## src/rtl/decoder_pkg.sv

```systemverilog
// decoder_pkg: shared widths and types for the decoder scan sequencer.
//   SEL_W        - width of the decoder select bus
//   NUM_CH       - number of decoder channels
//   scan_state_t - sequencer FSM states
//   chan_mask_t  - one bit per decoder channel
package decoder_pkg;
    localparam int SEL_W  = 3;
    localparam int NUM_CH = 8;
    typedef enum logic {IDLE, SCAN} scan_state_t;
    typedef logic [NUM_CH-1:0] chan_mask_t;
endpackage

```

## src/rtl/scan_next_chan.sv

```systemverilog
// scan_next_chan: combinational next-channel search over a channel mask.
//   mask_i       - channels taking part in the sweep
//   a_i          - channel currently presented
//   mode_i       - 1 = wrap to the lowest channel after the highest
//   next_a_o     - channel to present after a_i
//   next_valid_o - a next channel exists (otherwise the sweep ends)
//   first_a_o    - lowest set bit of mask_i
module scan_next_chan
    import decoder_pkg::*;
(
    input  chan_mask_t       mask_i,
    input  logic [SEL_W-1:0] a_i,
    input  logic             mode_i,
    output logic [SEL_W-1:0] next_a_o,
    output logic             next_valid_o,
    output logic [SEL_W-1:0] first_a_o
);
    logic [SEL_W-1:0] up_a;
    logic             up_found;

    // Scanning downward leaves the lowest qualifying index in each result.
    always_comb begin
        up_a      = '0;
        up_found  = 1'b0;
        first_a_o = '0;
        for (int i = NUM_CH - 1; i >= 0; i--) begin
            if (mask_i[i]) first_a_o = SEL_W'(i);
            if (mask_i[i] && SEL_W'(i) > a_i) begin
                up_a     = SEL_W'(i);
                up_found = 1'b1;
            end
        end
        next_a_o     = up_found ? up_a : first_a_o;
        next_valid_o = up_found | (mode_i & |mask_i);
    end
endmodule

```

## src/rtl/decoder_scan_sequencer.sv

```systemverilog
// decoder_scan_sequencer: drives a 3-to-8 decoder's en/a through masked channels with a per-channel dwell.
//   clk_i       - clock, rising edge
//   rst_ni      - synchronous active-low reset
//   start_i     - request a sweep (accepted only in IDLE, mask non-zero, no stop)
//   stop_i      - abort the sweep in progress
//   mode_i      - 0 = single sweep, 1 = continuous (latched at start)
//   chan_mask_i - channels to visit (latched at start)
//   dwell_i     - cycles per channel, 0 treated as 1 (latched at start)
//   en_o        - registered decoder enable
//   a_o         - registered decoder select, 0 when en_o is low
//   busy_o      - sweep in progress, equal to en_o
//   done_o      - one-cycle pulse when a single sweep completes
module decoder_scan_sequencer
    import decoder_pkg::*;
#(
    parameter int DW = 8
) (
    input  logic             clk_i,
    input  logic             rst_ni,
    input  logic             start_i,
    input  logic             stop_i,
    input  logic             mode_i,
    input  chan_mask_t       chan_mask_i,
    input  logic [DW-1:0]    dwell_i,
    output logic             en_o,
    output logic [SEL_W-1:0] a_o,
    output logic             busy_o,
    output logic             done_o
);
    scan_state_t      state_q, state_d;
    logic [SEL_W-1:0] a_q, a_d;
    logic [DW-1:0]    cnt_q, cnt_d;
    logic [DW-1:0]    dwell_q, dwell_d;
    chan_mask_t       mask_q, mask_d;
    logic             mode_q, mode_d;
    logic             done_q, done_d;
    chan_mask_t       search_mask;
    logic [SEL_W-1:0] next_a, first_a;
    logic             next_valid;
    logic [DW-1:0]    dwell_eff;

    // In IDLE the searcher looks at the live mask to find the start channel;
    // during SCAN it only ever sees the latched mask.
    assign search_mask = (state_q == IDLE) ? chan_mask_i : mask_q;
    assign dwell_eff   = (dwell_i == '0) ? DW'(1) : dwell_i;

    scan_next_chan u_next (
        .mask_i      (search_mask),
        .a_i         (a_q),
        .mode_i      (mode_q),
        .next_a_o    (next_a),
        .next_valid_o(next_valid),
        .first_a_o   (first_a)
    );

    always_ff @(posedge clk_i) begin
        if (!rst_ni) begin
            state_q <= IDLE;
            a_q     <= '0;
            cnt_q   <= '0;
            dwell_q <= '0;
            mask_q  <= '0;
            mode_q  <= 1'b0;
            done_q  <= 1'b0;
        end else begin
            state_q <= state_d;
            a_q     <= a_d;
            cnt_q   <= cnt_d;
            dwell_q <= dwell_d;
            mask_q  <= mask_d;
            mode_q  <= mode_d;
            done_q  <= done_d;
        end
    end

    always_comb begin
        state_d = state_q;
        a_d     = a_q;
        cnt_d   = cnt_q;
        dwell_d = dwell_q;
        mask_d  = mask_q;
        mode_d  = mode_q;
        done_d  = 1'b0;
        if (state_q == IDLE) begin
            if (start_i && !stop_i && |chan_mask_i) begin
                state_d = SCAN;
                mask_d  = chan_mask_i;
                mode_d  = mode_i;
                dwell_d = dwell_eff;
                a_d     = first_a;
                cnt_d   = dwell_eff - 1'b1;
            end
        end else if (stop_i) begin
            state_d = IDLE;
            a_d     = '0;
            cnt_d   = '0;
        end else if (cnt_q != '0) begin
            cnt_d = cnt_q - 1'b1;
        end else if (next_valid) begin
            a_d   = next_a;
            cnt_d = dwell_q - 1'b1;
        end else begin
            state_d = IDLE;
            a_d     = '0;
            done_d  = 1'b1;
        end
    end

    assign en_o   = (state_q == SCAN);
    assign busy_o = en_o;
    assign a_o    = a_q;
    assign done_o = done_q;
endmodule

```

## config.mk

```make
export PLATFORM = sky130hd
export DESIGN_NAME = decoder_scan_sequencer
export DESIGN_NICKNAME = d
export VERILOG_FILES = /design/src/rtl/decoder_pkg.sv /design/src/rtl/scan_next_chan.sv /design/src/rtl/decoder_scan_sequencer.sv
export SDC_FILE = /design/constraint.sdc
export NUM_CORES = 1
export LEC_CHECK = 0
export ABC_AREA = 1
export BUFFER_PORTS_ARGS = -buffer_cell sky130_fd_sc_hd__buf_4
export CAP_MARGIN = 20
export CORE_ASPECT_RATIO = 1.1
export CORE_MARGIN = 1.5
export CORE_UTILIZATION = 50
export CTS_BUF_LIST = sky130_fd_sc_hd__clkbuf_2 sky130_fd_sc_hd__clkbuf_4 sky130_fd_sc_hd__clkbuf_8
export DETAILED_ROUTE_END_ITERATION = 10
export PLACE_DENSITY = 0.76
export RECOVER_POWER = 100
export SYNTH_ARGS = -nofsm -noshare
export SYNTH_HDL_FRONTEND = slang
export SYNTH_SLANG_ARGS = --single-unit
```

## constraint.sdc

```tcl
create_clock -name clk_i -period 2.3 [get_ports clk_i]
set_input_delay 0.575 -clock clk_i [delete_from_list [all_inputs] [get_ports clk_i]]
set_output_delay 0.575 -clock clk_i [all_outputs]
set_load 0.005 [all_outputs]
```

* Yosys cells after proc, flatten, opt, wreduce, memory -nomap -nowiden
Index checks and enable logic that the tools add are counted.
** Word-level totals
- Output and inout port bits :: 6
- Bits in registers :: 30
** Cells by class
- Eq/ne operators :: 2
- Bitwise gates (word level) :: 4
- Reductions and logical operators :: 20
- $lt $le $gt $ge :: 8
- Add/sub/neg operators :: 3
- Muxes and demuxes :: 43
** Operators by type and width (count)
- $mux W3 :: 22
- $mux W8 :: 7
- $sub A8 B1 Y8 const B :: 3
- $reduce_or A8 Y1 :: 2
- $mux W1 :: 14
- $gt A3 B3 Y1 const A :: 4
- $logic_and A1 B1 Y1 :: 10
- $logic_not A8 Y1 :: 1
- $reduce_bool A8 Y1 :: 1
- $gt A1 B3 Y1 const A :: 2
- $gt A2 B3 Y1 const A :: 2
- $reduce_and A2 Y1 :: 3
- $ne A4 B2 Y1 const B :: 1
- $reduce_or A4 Y1 :: 1
- $ne A3 B3 Y1 const B :: 1
- $not A1 Y1 :: 2
- $reduce_bool A2 Y1 :: 1
- $and A1 B1 Y1 :: 1
- $logic_not A1 Y1 :: 1
- $or A1 B1 Y1 :: 1

* Depth between registers and ports, before layout
- Word-level depth :: 15
- Gate-level depth with buffers :: 15
- Depth with buffers taken out :: 14

* Cells and area by module
A second synthesis with hierarchy kept.
** Unflattened totals
- Cells, all modules :: 323
- Area total of the unflattened synthesis :: 2011.9 µm²
** By module, submodules not included
- decoder_scan_sequencer :: sequential area each 600.6 µm², cells each 262, area an instance 1720.4 µm², instances 1
- scan_next_chan :: sequential area each 0.0 µm², cells each 61, area an instance 291.5 µm², instances 1

* Worst setup path before layout
OpenSTA, ideal clock, no wires.
- Path kind :: input port to flip-flop
- Start :: input port dwell_i[5]
- End :: register cnt_q[2]
- Arrival :: 1.687 ns
- Required time :: 2.178 ns
- Cell stages on the path :: 13
- Slack :: 0.491 ns
- Setup time :: 0.122 ns
- Path through :: inv_1 > nand2_1 > nor2_1 > nand3_1 > nand2_1 > inv_1 > ha_1 > inv_1 > nor2_1 > o21ai_0 > o21ai_0 > nand2_1 > a21oi_2
** On the way
- Cells in the longest elaborated chain, start to end :: 5
** RTL lines
- from (decl) :: RTL line decoder_scan_sequencer.sv:24 : input logic [DW-1:0] dwell_i,
- $logic_not A8 Y1 :: RTL line decoder_scan_sequencer.sv:45 : assign dwell_eff = (dwell_i == '0) ? DW'(1) : dwell_i;
- $mux W8 :: RTL line decoder_scan_sequencer.sv:45
- $sub A8 B1 Y8 :: RTL line decoder_scan_sequencer.sv:91 : cnt_d = dwell_eff - 1'b1;
- $mux W8 :: RTL line decoder_scan_sequencer.sv:85 : if (start_i && !stop_i && |chan_mask_i) begin
- $mux W8 :: RTL line decoder_scan_sequencer.sv:84 : if (state_q == IDLE) begin
- to (signal assigned) :: RTL line decoder_scan_sequencer.sv:68 : cnt_q <= cnt_d;
- to (decl) :: RTL line decoder_scan_sequencer.sv:32 : logic [DW-1:0] cnt_q, cnt_d;
Every way passes these cells. The select of a mux whose other input is x is not followed.
A chain may end at the register's enable or synchronous reset.

* Worst setup path in the final report
- Start :: register state_q, in the netlist busy_o
- End :: register cnt_q[0]
** On the way
- Cells in the longest elaborated chain, start to end :: 13
- Elaborated cells on any way between the ends :: 24
** RTL lines
- from (decl) :: RTL line decoder_scan_sequencer.sv:30 : scan_state_t state_q, state_d;
- from (signal assigned) :: RTL line decoder_scan_sequencer.sv:66 : state_q <= state_d;
- $mux W8 :: RTL line decoder_scan_sequencer.sv:44 : assign search_mask = (state_q == IDLE) ? chan_mask_i : mask_q;
- $logic_and A1 B1 Y1 :: RTL line scan_next_chan.sv:28 : if (mask_i[i] && SEL_W'(i) > a_i) begin
- $mux W1 (8 in a row) :: RTL line scan_next_chan.sv:28
- $or A1 B1 Y1 :: RTL line scan_next_chan.sv:34 : next_valid_o = up_found | (mode_i & |mask_i);
- $ne A4 B2 Y1 (no line)
- $reduce_and A2 Y1 (no line)
Several ways; a longest one is shown, not always the timed one.

==> reports/qor.yml <==
cts:
  postCtsSetupBuffers: 0
  clk_latency_ns: 0.29
  htree_levels: 2
  cts_buffers: 5
  cts-root-buf: "clkbuf_8"
  path_clk_slew_ns: 0.06
  cts_tree: "done"
  cts_buffer_depth: 2
  cts_resized: 0
  cts_hold_buf: 0
  clock-sinks: 30
critical_path:
  slowest_stage: "dfxtp_1"
  required_ns: 2.48
  crit_chain: "buf_4 -> o21ai_0 -> nand2_1 -> nand2_1 -> nor2_2 -> nand2_1 -> inv_2 -> nand3_4 -> nand2_4 -> inv_1 -> nor2_1 -> nor2_1"
  crit_fanout: 12
  path_common_cell: "nand2_1"
  cp_slowest_stage_delay_ns: 0.51
  crit_type: "flop to flop"
  cp.arrival_ns: 2.24
  worstSetupEndpointType: "flop"
  cp-start-kind: "flop"
floorplanning:
  core_area_um2: 3964
  start_util_pct: 51.99
  top_level_ports: 27
  rows: 24
  die_x_um: 64.21
  die_y_um: 70.33
  die_area_um2: 4516
pwr:
  powerDensity_nw_per_um2: 632.2
  pwr-share-seq_pct: 40.1
  combinationalPowerShare_pct: 29.7
  p_int_mw: 0.9818
  swShare_pct: 34.54
  p_leak_nw: 1.187
  ir_worst_vdd_mv: 0.3514
  switching_power_mw: 0.5180
  pwr-share-clk_pct: 30.2
grt:
  grt_pass1_wl_um: 9045
  grt.total_usage_pct: 25.23
  use_met2_pct: 46.76
  antenna_found_initial: 0
  met3_usage_pct: 4.026
  grt_pass1_vias: 2077
  grt_overflow: 0
  grt_max_degree: 28
  grt-busiest-layer: "met2"
  grt_use_met1_pct: 28.08
timing:
  slew_viol_final: 0
  finalCriticalPeriod_ns: 2.064
  relSlewSlack_pct: 66.98
  fmax_mhz: 484.5
  rsz0062_at_grt: "false"
  setup_viol: 0
  tns_ns: 0
  period_share_pct: 89.74
  tightest_slew_ns: 0.4953
  final_hold_viol_count: 0
  fin_skew_ns: 0.007046
detailed_routing:
  drtAntennaViolNets: 0
  drt_pass1_iterations: 4
  routed_via_density: 5.101
  drc_errors: 0
  vias: 2163
  routed_wl_um: 5101
  routedWlPerCell_um: 12.03
  drt-initial-drc-count: 109
yosys:
  syn-instance-count: 343
  synthesis.nets: 366
  ys_seq_area_share_pct: 29.14
  yosys_warnings: 0
  syn_area_um2: 2061
  async_reset_ff_share_pct: 0
  synth_cell_types: 30
  synth_flop_cell: "dfxtp_1"
  synth_edf_count: 0
  syn_area_per_cell_um2: 6.008
  ys_ff_latch: 30
outcome:
  status: "finished clean"
final_layout:
  area_delta_synth_final_pct: 15.12
  multi_input_area_um2: 1165
  fillers: 411
  antenna_cells: 0
  drive_gt1_share_pct: 14.52
  seq_area_um2: 600.6
  nNetsFinal: 394
  utilization_pct: 59.85
flow_run:
  maxCapViolations: 0
placed_design:
  portBuffers: 26
  dp_hpwl_um: 3866
  routabilityCongestion: 0.9043
hold_path:
  holdCritPathClass: "flop to flop"
==> layout by cell type, fill, tap and decap left out, drive strengths merged, types with 5 or more instances in the layout <==
cell type	synthesis	routed
nand2	85	85
inv	58	58
nor2	48	48
a21oi	38	38
o21ai	37	37
dfxtp	30	30
buf	5	24
nand3	21	21
clkbuf	5	14
nand4	5	5
==> metrics by stage <==
step                      hold slack, ns  cell area, um^2  cells  setup WS (ns)  total power, mW
after floorplan                   0.4233             2061    343         0.4915           0.9333
after global placement            0.4364             2302    416         0.2426            1.055
after detailed placement          0.4430             2302    416         0.2005            1.061
after CTS                         0.4532             2397    424         0.2340            1.517
after global routing              0.4639             2372    424        0.05543            1.605
final                             0.4546             2372    424         0.2360            1.500
==> power groups by stage <==
| stage | clock (mW) | sequential (mW) | combinational, mW |
|---|---|---|---|
| finish | 0.453 | 0.602 | 0.446 |
| global route | 0.480 | 0.606 | 0.519 |
| CTS | 0.463 | 0.601 | 0.453 |
| detailed placement | 0 | 0.612 | 0.450 |
| global placement | 0 | 0.612 | 0.443 |
| floorplan | 0 | 0.600 | 0.334 |
==> cells in the mapped netlist, types with 3 or more instances <==
master	instances	share of area (%)
clkbuf_1	5	0.91
o21ai_0	32	7.8
dfxtp_1	30	29
o21ai_1	3	0.73
inv_1	56	10
nand2_1	79	14
a21oi_1	34	8.3
nor2_1	45	8.2
a21oi_2	4	1.7
nand3_1	20	4.9
nand4_1	5	1.5
nand2_2	5	1.5
==> routing by layer <==
layer | part of all wire, % | routed length (um)
met1 | 43 | 2187
met4 | 2.3 | 117
met2 | 51 | 2601
met5 | 0 | 0
met3 | 3.8 | 195
==> state kept, by name (all words and copies together), names as in the netlist <==
signal	flops
busy_o	1
dwell_q	8
mode_q	1
done_o	1
a_o	3
cnt_q	8
mask_q	8
==> cell families (layout without fill, tap and decap cells) <==
| group | count (synthesis) | in the layout | share of synthesized area (%) |
|---|---|---|---|
| adder cells (fa/ha/maj) | 2 | 2 | 1.214 |
| AO/OA/AOI/OAI | 81 | 81 | 21.25 |
| AND/OR/NAND/NOR | 161 | 161 | 33.94 |
| buffers and inverters | 68 | 97 | 14.03 |
| flip-flops | 30 | 30 | 29.14 |
| XOR/XNOR | 1 | 1 | 0.4251 |
==> critical path, delay by kind of cell, from the launching register on <==
kind	cells	cell delay, ns
buf+inv	3	0.44
compound gates	1	0.18
flops	1	0.51
simple gates	8	0.84
==> path summary, 6_finish.rpt <==
check | from | end | slack (ns) | cells after the start
worst min register to register | dwell_q[5] | dwell_q[5] | 0.45 | 2
worst max register to register | busy_o | cnt_q[0] | 0.24 | 12
worst min-delay path | dwell_q[5] | dwell_q[5] | 0.45 | 2
worst max-delay path | busy_o | cnt_q[0] | 0.24 | 12
==> layout make-up <==
| class | count | share of cell area, % |
|---|---|---|
| Multi-Input combinational cell | 245 | 49.10 |
| Clock buffer | 7 | 3.797 |
| Tap cell | 52 | 2.743 |
| Timing Repair Buffer | 31 | 9.546 |
| Inverter | 58 | 9.283 |
| Clock inverter | 1 | 0.2110 |
| Sequential cell | 30 | 25.32 |
Note: power is estimated with default switching activity, not from simulation.
